==> config.mk <==
export PLATFORM = sky130hd
export DESIGN_NAME = seg7_scan_decoder
export DESIGN_NICKNAME = d
export VERILOG_FILES = /design/src/rtl/seg7_scan_decoder_pkg.sv /design/src/rtl/seg7_scan_decoder_sync_stable.sv /design/src/rtl/seg7_scan_decoder.sv
export SDC_FILE = /design/constraint.sdc
export NUM_CORES = 1
export LEC_CHECK = 0
export CAP_MARGIN = 20
export CORE_MARGIN = 3
export CORE_UTILIZATION = 53
export DETAILED_ROUTE_END_ITERATION = 12
export PLACE_DENSITY = 0.79
export SETUP_SLACK_MARGIN = 0.15
export SLEW_MARGIN = 20
export SYNTH_ARGS = -nofsm -noshare
export SYNTH_HDL_FRONTEND = slang
export SYNTH_HIERARCHICAL = 1
export SYNTH_SLANG_ARGS = --single-unit
==> constraint.sdc <==
create_clock -name i_clk -period 3.3 [get_ports i_clk]
set_input_delay 0.33 -clock i_clk [delete_from_list [all_inputs] [get_ports i_clk]]
set_output_delay 0.33 -clock i_clk [all_outputs]
set_load 0.03 [all_outputs]
==> src/rtl/seg7_scan_decoder_pkg.sv <==
// Shared 7-segment glyph definitions and segment-to-value decoding.
// SEG7_SCAN_HEX_EN adds the A..F glyphs to the legal decode set.
package seg7_pkg;

  typedef logic [6:0] seg_t;

  typedef enum logic {
    ST_SETTLE = 1'b0,
    ST_HOLD   = 1'b1
  } scan_state_e;

  // Active-low segment patterns: bit 0 = a ... bit 6 = g.
  localparam seg_t SEG_BLANK = 7'h7F;
  localparam seg_t SEG_0 = 7'h40;
  localparam seg_t SEG_1 = 7'h79;
  localparam seg_t SEG_2 = 7'h24;
  localparam seg_t SEG_3 = 7'h30;
  localparam seg_t SEG_4 = 7'h19;
  localparam seg_t SEG_5 = 7'h12;
  localparam seg_t SEG_6 = 7'h02;
  localparam seg_t SEG_7 = 7'h78;
  localparam seg_t SEG_8 = 7'h00;
  localparam seg_t SEG_9 = 7'h10;
  localparam seg_t SEG_A = 7'h08;
  localparam seg_t SEG_B = 7'h03;
  localparam seg_t SEG_C = 7'h46;
  localparam seg_t SEG_D = 7'h21;
  localparam seg_t SEG_E = 7'h06;
  localparam seg_t SEG_F = 7'h0E;

  // Returns {legal, value}.
  function automatic logic [4:0] seg_to_val(input seg_t seg);
    logic [4:0] r;
    r = 5'b0;
    case (seg)
      SEG_0: r = {1'b1, 4'h0};
      SEG_1: r = {1'b1, 4'h1};
      SEG_2: r = {1'b1, 4'h2};
      SEG_3: r = {1'b1, 4'h3};
      SEG_4: r = {1'b1, 4'h4};
      SEG_5: r = {1'b1, 4'h5};
      SEG_6: r = {1'b1, 4'h6};
      SEG_7: r = {1'b1, 4'h7};
      SEG_8: r = {1'b1, 4'h8};
      SEG_9: r = {1'b1, 4'h9};
`ifdef SEG7_SCAN_HEX_EN
      SEG_A: r = {1'b1, 4'hA};
      SEG_B: r = {1'b1, 4'hB};
      SEG_C: r = {1'b1, 4'hC};
      SEG_D: r = {1'b1, 4'hD};
      SEG_E: r = {1'b1, 4'hE};
      SEG_F: r = {1'b1, 4'hF};
`endif
      default: r = 5'b0;
    endcase
    return r;
  endfunction

endpackage

==> src/rtl/seg7_scan_decoder_sync_stable.sv <==
// Two-flop synchronizer plus stability detector for the sampled display bus.
// o_stable_now strobes on the cycle the synchronized value has been held STABLE_CYCLES cycles.
module seg7_sync_stable #(
  parameter int STABLE_CYCLES = 4,
  parameter int W             = 15
) (
  input  logic         i_clk,
  input  logic         i_rst,
  input  logic [W-1:0] i_bus,
  output logic [W-1:0] o_bus,
  output logic         o_changed,
  output logic         o_stable_now
);

  localparam int CW = $clog2(STABLE_CYCLES + 1);
  localparam logic [CW-1:0] CNT_MAX  = CW'(STABLE_CYCLES);
  localparam logic [CW:0]   HELD_TGT = (CW + 1)'(STABLE_CYCLES);

  logic [W-1:0]  r_s1;
  logic [W-1:0]  r_s2;
  logic [W-1:0]  r_prev;
  logic [CW-1:0] r_cnt;
  logic [CW-1:0] w_cnt_nxt;
  logic [CW:0]   w_held;
  logic          w_changed;

  assign w_changed = (r_s2 != r_prev);
  assign w_cnt_nxt = w_changed ? '0 :
                     (r_cnt == CNT_MAX) ? r_cnt : r_cnt + CW'(1);
  // The change cycle itself is the first cycle the new value is seen.
  assign w_held    = (CW + 1)'(w_cnt_nxt) + (CW + 1)'(1);

  always_ff @(posedge i_clk) begin
    if (i_rst) begin
      r_s1   <= '0;
      r_s2   <= '0;
      r_prev <= '0;
      r_cnt  <= '0;
    end else begin
      r_s1   <= i_bus;
      r_s2   <= r_s1;
      r_prev <= r_s2;
      r_cnt  <= w_cnt_nxt;
    end
  end

  assign o_bus        = r_s2;
  assign o_changed    = w_changed;
  assign o_stable_now = (w_held == HELD_TGT);

endmodule

==> src/rtl/seg7_scan_decoder.sv <==
// Passive decoder for a multiplexed active-low 8-digit 7-segment bus into a digit register file.
// Define SEG7_SCAN_HEX_EN to also accept the A..F glyphs.
module seg7_scan_decoder
  import seg7_pkg::*;
#(
  parameter int STABLE_CYCLES = 4,
  parameter int NUM_DIGITS    = 8
) (
  input  logic                      i_clk,
  input  logic                      i_rst,
  input  logic [NUM_DIGITS-1:0]     i_an,
  input  logic [6:0]                i_seg,
  output logic [4*NUM_DIGITS-1:0]   o_digits,
  output logic [NUM_DIGITS-1:0]     o_digit_valid,
  output logic                      o_upd,
  output logic [2:0]                o_upd_idx,
  output logic                      o_err_pat,
  output logic                      o_err_an
);

  scan_state_e           r_state;
  logic [NUM_DIGITS+6:0] w_bus;
  logic                  w_changed;
  logic                  w_stable_now;
  logic [NUM_DIGITS-1:0] w_an;
  logic [NUM_DIGITS-1:0] w_an_low;
  seg_t                  w_seg;
  logic                  w_onehot;
  logic [2:0]            w_idx;
  logic [4:0]            w_dec;
  logic                  w_eval;

  seg7_sync_stable #(
    .STABLE_CYCLES(STABLE_CYCLES),
    .W            (NUM_DIGITS + 7)
  ) u_sync (
    .i_clk       (i_clk),
    .i_rst       (i_rst),
    .i_bus       ({i_an, i_seg}),
    .o_bus       (w_bus),
    .o_changed   (w_changed),
    .o_stable_now(w_stable_now)
  );

  assign w_an  = w_bus[NUM_DIGITS+6:7];
  assign w_seg = w_bus[6:0];
  assign w_dec = seg_to_val(w_seg);

  always_comb begin
    w_an_low = ~w_an;
    w_onehot = (w_an_low != '0) && ((w_an_low & (w_an_low - 1'b1)) == '0);
    w_idx    = 3'd0;
    for (int i = 0; i < NUM_DIGITS; i++) begin
      if (w_an_low[i]) w_idx = 3'(i);
    end
  end

  // With STABLE_CYCLES=1 the strobe coincides with the change, so HOLD must evaluate too.
  assign w_eval = w_stable_now && ((r_state == ST_SETTLE) || w_changed);

  always_ff @(posedge i_clk) begin
    if (i_rst) begin
      r_state       <= ST_SETTLE;
      o_digits      <= '0;
      o_digit_valid <= '0;
      o_upd         <= 1'b0;
      o_upd_idx     <= 3'd0;
      o_err_pat     <= 1'b0;
      o_err_an      <= 1'b0;
    end else begin
      o_upd     <= 1'b0;
      o_err_pat <= 1'b0;
      o_err_an  <= 1'b0;

      case (r_state)
        ST_SETTLE: if (w_stable_now) r_state <= ST_HOLD;
        ST_HOLD:   if (w_changed && !w_stable_now) r_state <= ST_SETTLE;
        default:   r_state <= ST_SETTLE;
      endcase

      if (w_eval && (w_an_low != '0)) begin
        if (!w_onehot) begin
          o_err_an <= 1'b1;
        end else if (w_dec[4]) begin
          o_digits[{w_idx, 2'b00} +: 4] <= w_dec[3:0];
          o_digit_valid[w_idx]          <= 1'b1;
          o_upd                         <= 1'b1;
          o_upd_idx                     <= w_idx;
        end else begin
          o_err_pat <= 1'b1;
        end
      end
    end
  end

endmodule

==> flow_summary_export.csv <==
group,metric,value,unit
placement,dp_slack,0.409,ns
power,power.density,444,nW/um^2
detailed_routing,drc,0,
clock_tree,cts_tree,"built",
grt,globalRouteOverflowTotal,0,
finish,seq_area,1910,um^2
yosys,synth_area_per_cell,10.2,um^2
grt,grt_max_degree,45,
clock_tree,htreeDepth,3,
placement,routabilityCongestion,0.884,
placement,placed_cells,523,
min_path,hp-class,"primary input to register",
detailed_routing,routed_wl,7640,um
sta,final-setup-viol-count,0,
finish,finalInstanceArea,4800,um^2
sta,relSlewSlack,0.366,
worst_setup_path,crit_path_end_kind,"register",
yosys,synth_top_family_by_area,"simple AND/OR/NAND/NOR gates",
clock_tree,cts_buffer_depth,2,
sta,rsz0062_at_grt,"false",
finish,final_common_cell,"dfxtp_1",
power,p_leak,1.92,nW
grt,grt_usage,0.193,
yosys,synth_mux_area_frac,0.0865,
power,seqPwrFrac,0.559,
yosys,ys_seq_area_frac,0.478,
floorplan,io_pins,63,
yosys,yosysTopAreaCell,"dfxtp_1",
floorplan,initial_core_util,0.567,
placement,io_buffers,62,
yosys,synth-simple-area-share,0.258,
worst_setup_path,r2r_slack,0.39,ns
detailed_routing,vias_per_cell,5.26,
finish,multiInputGateArea,1900,um^2
detailed_routing,drt_iter0_drc,168,
sta,clock.fmax,344,MHz
finish,fillers,567,
yosys,synth-edff-count,0,
job,cap_viol_max_count,0,
floorplan,die-area,8580,um^2
power,power_switching,480,uW
finish,drive_gt1_frac,0.104,
clock_tree,cts_buffers,9,
yosys,netlist_top_cells_area,"dfxtp_1, mux2i_1, nor2b_1, nand2_1, xor2_1",
floorplan,rows,30,
yosys,synthAdderAreaFrac,0.0157,
sta,fin_crit,2.91,ns
floorplan,die_y,92.7,um
finish,area_growth,20.6,%
grt,antenna_found_initial,0,
clock_tree,clkSinkCount,95,
sta,post-route-period-util,0.881,
yosys,yosys_most_used_dff,"dfxtp_1",
run_status,status,"finished, final reports clean",
finish,nets,460,
sta,finalMaxSlewViolations,0,
finish,layout_common_cells,"dfxtp_1, clkdlybuf4s50_1, nor2b_1",
detailed_routing,num_vias,2832,
grt,grt_pass1_vias,2759,
finish,instances_no_fill,538,
yosys,synth_area,3980,um^2
clock_tree,clk_latency,0.36,ns
yosys,synth-compound-area-share,0.0783,
worst_setup_path,crit_fanout,13,
yosys,synth-xor-area-share,0.0374,
yosys,syn_inst,390,
worst_setup_path,r2r_start,"u_sync/o_bus[6]$_SDFF_PP0_",
power,p_sw_frac,0.225,
yosys,netlist.area_leader.share,0.478,
finish,diodes,0,
floorplan,die_width,92.7,um
floorplan,fp.coreArea,7020,um^2
sta,skew,0.0132,ns
power,internal_power,1.65,mW
placement,place.detailed.hpwl,5540,um
worst_setup_path,arrival,3.19,ns
worst_setup_path,critPathKind,"register to register",
detailed_routing,dr.pass1.iters,4,
power,combPwrFrac,0.060,
clock_tree,clkTransAtPathRegs,0.09,ns
worst_setup_path,cp-startpoint,"u_sync/o_bus[6]$_SDFF_PP0_",
worst_setup_path,cp.required,3.58,ns
detailed_routing,ant_nets,0,
placement,placed_cell_area,4590,um^2
sta,tns,0,ns
yosys,ys_types,58,
sta,hold_viol,0,
sta,tightest_slew,0.952,ns
power,power.share.clock,0.381,
power,worst_ir_drop_vdd,301,uV
yosys,postSynth.asyncResetShare,0,
detailed_routing,routedWlPerCell,14.2,um
yosys,syn-num-nets,412,
worst_setup_path,worst_setup_path_start_kind,"register",
grt,grt_pass1_wl,13200,um
sta,setup_slack,0.392,ns
min_path,min-delay-start,"i_rst",
yosys,synth_seq_cells,95,
clock_tree,cts_hold_buf,0,
yosys,ys_warn_count,6,
clock_tree,cts-root-buf,"clkbuf_8",
logic make-up after synthesis:
kind of cell	count (synthesis)
AO/OA/AOI/OAI	38
XOR/XNOR	17
adder cells (fa/ha/maj)	5
buffers and inverters	35
flip-flops	95
multiplexers	34
AND/OR/NAND/NOR	166
Yosys cell counts (5+ instances only):
master / n
dfxtp_1: 95
nor2b_1: 49
nand2_1: 40
mux2i_1: 31
clkbuf_1: 16
xor2_1: 15
nor3_1: 10
nor2_1: 9
a22o_1: 6
buf_6: 6
nand3_1: 6
nand3b_1: 6
a21oi_1: 5
buf_2: 5
ha_1: 5
inv_1: 5
nand2b_1: 5
nor4_1: 5
or4_1: 5
or4_4: 5
what timing repair did:
action,4_1_cts,5_1_grt
endpoints found under the setup margin,0,4
buffers inserted,0,0
gates resized for setup,0,3
endpoints found under the hold margin,0,0
through the flow:
stage                     hold slack [ns]  power [mW]   util
after floorplan                     0.414        1.31      -
after global placement              0.419        1.34  0.653
after detailed placement            0.422        1.35  0.653
after CTS                           0.394        2.15  0.683
after global routing                0.423        2.21  0.684
final                               0.407        2.13  0.684
power by group through the flow:
stage                     registers, mW  clock network, mW  logic (mW)
after floorplan                    1.21                  0       0.106
after global placement             1.22                  0       0.127
after detailed placement           1.22                  0       0.129
after CTS                          1.19              0.830       0.130
after global routing               1.20              0.873       0.145
final                              1.19              0.811       0.129
worst max-delay path, cell delays in order (launching register included):
cell	delay [ns]
dfxtp_1	0.58
xor2_1	0.14
nor4_2	0.30
nand4_2	0.21
nor2_1	0.23
o211a_1	0.29
nand2b_1	0.21
or4_1	0.66
mux2i_1	0.22
routing by layer:
metal  GRT usage  wire length, um
met1       0.256             3650
met2       0.302             3520
met3      0.0504              350
met4      0.0696              118
met5           0                0
worst paths after layout:
path	to	depth (start not counted)
max	o_digits[14]$_SDFFE_PP0P_	8
max reg2reg	o_digits[14]$_SDFFE_PP0P_	8
min	u_sync/r_prev[6]$_SDFF_PP0_	2
min reg2reg	u_sync/o_bus[6]$_SDFF_PP0_	1
flip-flops by register name (all words and copies together) (netlist names):
signal	count
o_digits	32
u_sync/r_cnt	3
u_sync/r_s1	15
u_sync/r_prev	15
o_digit_valid	8
o_upd_idx	3
r_state	1
u_sync/o_bus	15
o_upd	1
o_err_pat	1
o_err_an	1
final cells by class:
type                    count  area share
flip-flops and latches     95       0.397
repair buffers             66       0.135
well taps                  96      0.0250
multi-input cells         260       0.395
clock buffers               9      0.0258
clock inverters             6      0.0180
inverters                   6     0.00469
Note: power is estimated with default switching activity, not from simulation.
